===== config.mk =====
export PLATFORM = sky130hd
export DESIGN_NAME = mux_rr_arbiter_flat
export DESIGN_NICKNAME = d
export VERILOG_FILES = /design/src/rtl/mux_rr_arbiter_if.sv /design/src/rtl/mux_rr_arbiter.sv /design/src/flat_wrapper.sv
export SDC_FILE = /design/constraint.sdc
export NUM_CORES = 1
export LEC_CHECK = 0
export ABC_CLOCK_PERIOD_IN_PS = 2100
export CAP_MARGIN = 30
export CORE_MARGIN = 5
export CORE_UTILIZATION = 30
export DETAILED_ROUTE_END_ITERATION = 10
export DONT_BUFFER_PORTS = 1
export GPL_TIMING_DRIVEN = 0
export PLACE_DENSITY = 0.4
export SKIP_LAST_GASP = 1
export SLEW_MARGIN = 5
export SYNTH_ARGS = -nofsm -noshare
export SYNTH_HDL_FRONTEND = slang
export SYNTH_SLANG_ARGS = --single-unit

===== constraint.sdc =====
create_clock -name clk -period 2.1 [get_ports clk]
set_input_delay 0.525 -clock clk [delete_from_list [all_inputs] [get_ports clk]]
set_output_delay 0.525 -clock clk [all_outputs]
set_load 0.05 [all_outputs]

===== src/rtl/mux_rr_arbiter_if.sv =====
// mux_rr_arbiter_if: requester/consumer bundle for the round-robin option-mux arbiter
//   req/opt    per-requester request bits and packed option words (slot i = requester i)
//   ack        one-hot beat-accepted strobe back to the granted requester
//   sel        current mux select (granted index)
//   out_data   opt[sel]; out_valid/out_ready downstream handshake
//   busy       arbiter is holding a grant
//   master modport = arbiter side, slave modport = sources/consumer side
interface mux_rr_arbiter_if #(
    parameter int WIDTH_IN  = 2,
    parameter int WIDTH_OP  = 2**WIDTH_IN,
    parameter int WIDTH_BUS = 3
);
    logic [WIDTH_OP-1:0]                req;
    logic [WIDTH_OP-1:0][WIDTH_BUS-1:0] opt;
    logic [WIDTH_OP-1:0]                ack;
    logic [WIDTH_IN-1:0]                sel;
    logic [WIDTH_BUS-1:0]               out_data;
    logic                               out_valid;
    logic                               out_ready;
    logic                               busy;
    modport master (input req, opt, out_ready, output ack, sel, out_data, out_valid, busy);
    modport slave  (output req, opt, out_ready, input ack, sel, out_data, out_valid, busy);
endinterface


===== src/rtl/mux_rr_arbiter.sv =====
// mux_rr_arbiter: round-robin arbiter sharing one output bus among WIDTH_OP requesters
//   clk    rising-edge clock
//   rst_n  asynchronous active-low reset
//   bus    mux_rr_arbiter_if.master (req, opt, out_ready in; ack, sel, out_data, out_valid, busy out)
module mux_rr_arbiter #(
    parameter int WIDTH_IN  = 2,
    parameter int WIDTH_OP  = 2**WIDTH_IN,
    parameter int WIDTH_BUS = 3,
    parameter int MAX_HOLD  = 4
)(
    input logic              clk,
    input logic              rst_n,
    mux_rr_arbiter_if.master bus
);
    localparam int HW = $clog2(MAX_HOLD + 1);
    typedef enum logic {IDLE, GRANT} state_t;
    state_t              state, state_nx;
    logic [WIDTH_IN-1:0] last, sel, win, idx;
    logic [HW-1:0]       hold_cnt;
    logic [WIDTH_BUS-1:0] data_mux;
    logic                found, xfer;
    // Scan last+1 .. last+WIDTH_OP; the select width wraps the index modulo WIDTH_OP.
    always_comb begin
        win   = last;
        idx   = '0;
        found = 1'b0;
        for (int k = 1; k <= WIDTH_OP; k++) begin
            idx = last + WIDTH_IN'(k);
            if (!found && bus.req[idx]) begin
                win   = idx;
                found = 1'b1;
            end
        end
    end
    assign data_mux      = bus.opt[sel];
    assign bus.out_data  = data_mux;
    assign bus.sel       = sel;
    assign bus.busy      = state == GRANT;
    assign bus.out_valid = state == GRANT && bus.req[sel];
    assign xfer          = bus.out_valid && bus.out_ready;
    assign bus.ack       = xfer ? (WIDTH_OP'(1) << sel) : '0;
    always_comb begin
        state_nx = state;
        if (state == IDLE)
            state_nx = found ? GRANT : IDLE;
        else if (!bus.req[sel] || (xfer && hold_cnt == HW'(MAX_HOLD - 1)))
            state_nx = IDLE;
    end
    always_ff @(posedge clk or negedge rst_n) begin
        if (!rst_n) begin
            state    <= IDLE;
            last     <= '1;
            sel      <= '0;
            hold_cnt <= '0;
        end else begin
            state <= state_nx;
            if (state == IDLE && found) begin
                sel      <= win;
                last     <= win;
                hold_cnt <= '0;
            end else if (xfer) begin
                hold_cnt <= hold_cnt + HW'(1);
            end
        end
    end
endmodule


===== src/flat_wrapper.sv =====
// flat-port wrapper written by rule: the top's interface ports become plain ports
module mux_rr_arbiter_flat 
#(
    parameter int WIDTH_IN  = 2,
    parameter int WIDTH_OP  = 2**WIDTH_IN,
    parameter int WIDTH_BUS = 3,
    parameter int MAX_HOLD  = 4
)
  (clk, rst_n, bus_req, bus_opt, bus_out_ready, bus_ack, bus_sel, bus_out_data, bus_out_valid, bus_busy);
  mux_rr_arbiter_if #(.WIDTH_IN(WIDTH_IN), .WIDTH_OP(WIDTH_OP), .WIDTH_BUS(WIDTH_BUS)) bus_i ();
  input logic clk;
  input logic rst_n;
  input wire logic [$bits(bus_i.req)-1:0] bus_req;
  input wire logic [$bits(bus_i.opt)-1:0] bus_opt;
  input wire logic [$bits(bus_i.out_ready)-1:0] bus_out_ready;
  output wire logic [$bits(bus_i.ack)-1:0] bus_ack;
  output wire logic [$bits(bus_i.sel)-1:0] bus_sel;
  output wire logic [$bits(bus_i.out_data)-1:0] bus_out_data;
  output wire logic [$bits(bus_i.out_valid)-1:0] bus_out_valid;
  output wire logic [$bits(bus_i.busy)-1:0] bus_busy;
  assign bus_i.req = bus_req;
  assign bus_i.opt = bus_opt;
  assign bus_i.out_ready = bus_out_ready;
  assign bus_ack = bus_i.ack;
  assign bus_sel = bus_i.sel;
  assign bus_out_data = bus_i.out_data;
  assign bus_out_valid = bus_i.out_valid;
  assign bus_busy = bus_i.busy;
  mux_rr_arbiter #(.WIDTH_IN(WIDTH_IN), .WIDTH_OP(WIDTH_OP), .WIDTH_BUS(WIDTH_BUS), .MAX_HOLD(MAX_HOLD)) u_core (.clk(clk), .rst_n(rst_n), .bus(bus_i));
endmodule

==> summary.md <==
| Metric | Value |
|---|---|
| Outcome | `finished with violations` |
| Failing checks | `negative setup slack` |
| Syn Inst Count | `71` |
| Fillers | `~210` |
| Fin cells | `113` |
| Synth Warn # | `0` |
| Dpl ws | `-0.274 ns` |
| Mean post-synth cell area | `9.60 um2` |
| Clock root cell | `clkbuf_4` |
| Clock power frac | `8.5%` |
| Ant diodes | `0` |
| Slew Limit Headroom | `between 50% and 60%` |
| Worst-Margin Slew | `0.724 ns` |
| Worst Skew | `0.00557 ns` |
| Synth Register Bits | `8` |
| H-tree lvl count | `1` |
| First-pass GRT wire length | `2990 um` |
| Sequential share of power | `28.7%` |
| Sequential fraction of the synthesis area | `29.7%` |
| Chip height | `between 50 and 60 um` |
| Sw Pwr | `0.780 mW` |
| Largest net degree at the start of global routing | `9` |
| Initial Util | `31.1%` |
| Max_cap viols | `0` |
| Fmax | `454 MHz` |
| Static Leak | `0.379 nW` |
| CTS tree | `done` |
| Most common cell after layout, fill and taps aside | `buf_4` |
| DRC violations left | `0` |
| Post-synth cell types | `31` |
| Vias/cell | `5.64` |
| Pwr dens | `1600 nW/um2` |
| Clk sink count | `8` |
| Antenna-violating nets left | `0` |
| Switching share of power | `51.1%` |
| Gate power share | `62.8%` |
| Tcrit/Tclk final | `105%` |
| IO buf count | `0` |
| Clk Latency, worst-skew pair | `0.26 ns` |
| Grt total ovfl | `0` |
| Placement row count | `17` |
| Hold Crit Class | `input port to async pin` |
| WL/cell | `~16 um` |
| Startpoint class of the critical path | `flip-flop` |
| WS Path Type | `flip-flop to primary output` |
| Count of final setup violators | `6` |
| Total CTS buffers | `3` |
| GP Congestion | `0.713` |
| Initial antenna violation count | `0` |
| CP max FO | `6` |
| Syn Std Cell Area | `682 um2` |
| RSZ-0062 raised after global routing | `true` |
| WL final | `1830 um` |
| Share of layout cells above drive strength 1 | `~42%` |
| Multi-input gate area | `537 um2` |
| Ports | `30` |
| Placed wire-length estimate | `approximately 1300 um` |
| CTS max path bufs | `2` |
| Pins Over Slew Limit | `0` |
| Initial DRT Pass Iterations | `4` |
| DIE WIDTH | `just under 60 um` |
| Starting DRT DRC Count | `11` |
| Worst-path clk slew | `0.06 ns` |
| Worst Path Arrival | `1.68 ns` |
| Register area | `209 um2` |
| Hold slack | `0.111 ns` |
| Core Region | `2190 um2` |
| Maximum VDD drop | `0.000871 V` |
| Cell-internal power | `0.747 mW` |
| Vias | `637` |
| Crit path required time | `1.57 ns` |
| Dpl cells | `99` |
| Layout Nets | `between 100 and 150` |
| Vias in the first global route | `637` |
| All-Layer GR Usage | `11.5%` |
| Most frequent cells in the layout | `buf_4 (8), nand2_1 (7), inv_1 (4), nand2b_1 (4)` |
| Final worst slack | `-0.103 ns` |
| Clock period minus worst slack | `2.20 ns` |
| Critical path capture point type | `primary output` |
| Synth-to-layout area growth | `39.8%` |
| Post-layout util | `between 40 and 50%` |
| Syn nets | `92` |
| Final Hold Fails | `0` |
| Die ar. | `3330 um2` |
==> worst max-delay path, cell delays in order, from the launching register on <==
cell and delay, ns:
dfrtp_4 0.55, buf_8 0.15, nand2_4 0.05, nor4b_4 0.66
==> per-layer routing <==
| layer | track usage [%] | share of wire (%) | vias to the layer above |
|---|---|---|---|
| met5 | 0 | 0 | - |
| met4 | 6.29 | 2.1 | 0 |
| met3 | 4.68 | 12 | 4 |
| met2 | 18.1 | 46 | 29 |
| met1 | 13.3 | 40 | 304 |
| li1 | - | - | 300 |
==> timing repair <==
item                                   in CTS  in global routing
resized for setup                          18                  5
hold buffers                                1                  0
setup endpoints to repair                   8                  7
buffers inserted                            6                  3
pin swaps                                   4                  3
endpoints found under the hold margin       6                  0
cloned                                      0                  0
==> logic make-up (layout without fill, tap and decap cells) <==
group / count (synthesis) / count (layout) / share of synthesized area, %
muxes: 6 / 6 / 14.9
AOI/OAI and AO/OA: 16 / 16 / 20.6
buffers and inverters: 7 / 21 / 4.59
DFF: 8 / 8 / 29.7
adders and majority gates: 2 / 2 / 3.67
and+or+nand+nor: 32 / 32 / 26.6
==> layout make-up <==
class / count / area share, %
Clock buffer: 4 / 2.76
Tap cell: 28 / 3.67
Inverter: 4 / 1.57
Timing Repair Buffer: 10 / 8.53
Multi-Input combinational cell: 56 / 56.3
Sequential cell: 8 / 21.9
Buffer: 3 / 5.25
==> power groups by stage <==
stage / combinational (mW) / sequential (mW) / clock, mW
after global placement: 0.728 / 0.422 / 0
after detailed placement: 0.722 / 0.422 / 0
after CTS: 0.918 / 0.430 / 0.135
final: 0.960 / 0.438 / 0.129
after floorplan: 0.645 / 0.397 / 0
after global routing: 1.04 / 0.452 / 0.140
==> per-stage QoR <==
| step | cell area [um2] | setup TNS, ns | total power [mW] |
|---|---|---|---|
| floorplan | 726 | -0.0695 | 1.04 |
| global placement | 761 | -0.652 | 1.15 |
| detailed placement | 761 | -0.693 | 1.14 |
| CTS | 918 | -0.733 | 1.48 |
| global route | 953 | -0.684 | 1.63 |
| finish | 953 | -0.413 | 1.53 |
==> flip-flops by register name, indices dropped and copies added (netlist names) <==
register,cells
u_core.hold_cnt,3
u_core.bus.sel,2
u_core.last,2
u_core.bus.busy,1
==> synth_stat cells (all sizes together) <==
library cell	number	share of area, %
nand2	10	5.5
dfrtp	6	22
inv	4	2.2
nand2b	4	3.7
nand3	4	2.9
a21o	3	3.3
and2	3	2.8
mux2i	3	5.0
mux4	3	9.9
nor2	3	1.7
o221ai	3	3.9
a32oi	2	2.6
buf	2	1.8
dfstp	2	7.7
ha	2	3.7
nor3b	2	2.2
o211ai	2	2.2
or2	2	1.8
a211oi	1	1.1
a311oi	1	1.3
a41o	1	1.5
and3	1	0.92
clkbuf	1	0.55
nor3	1	0.73
nor4	1	3.1
nor4b	1	1.3
o21bai	1	1.1
o22a	1	1.3
o311ai	1	2.4
==> worst paths after layout <==
kind,endpoint,cells past startpoint,startpoint,slack [ns]
setup / recovery,bus_ack[0],3,u_core.bus.busy,-0.10
hold / removal,u_core.last[1],0,rst_n,0.11
setup reg to reg,u_core.hold_cnt[2],6,u_core.bus.sel[1],0.43
hold reg to reg,u_core.last[0],2,u_core.last[0],0.50
max in group asynchronous,u_core.bus.busy,1,rst_n,1.24
min in group clk,u_core.last[0],2,bus_req[1],0.44
Power figures use the tool's default switching activity.
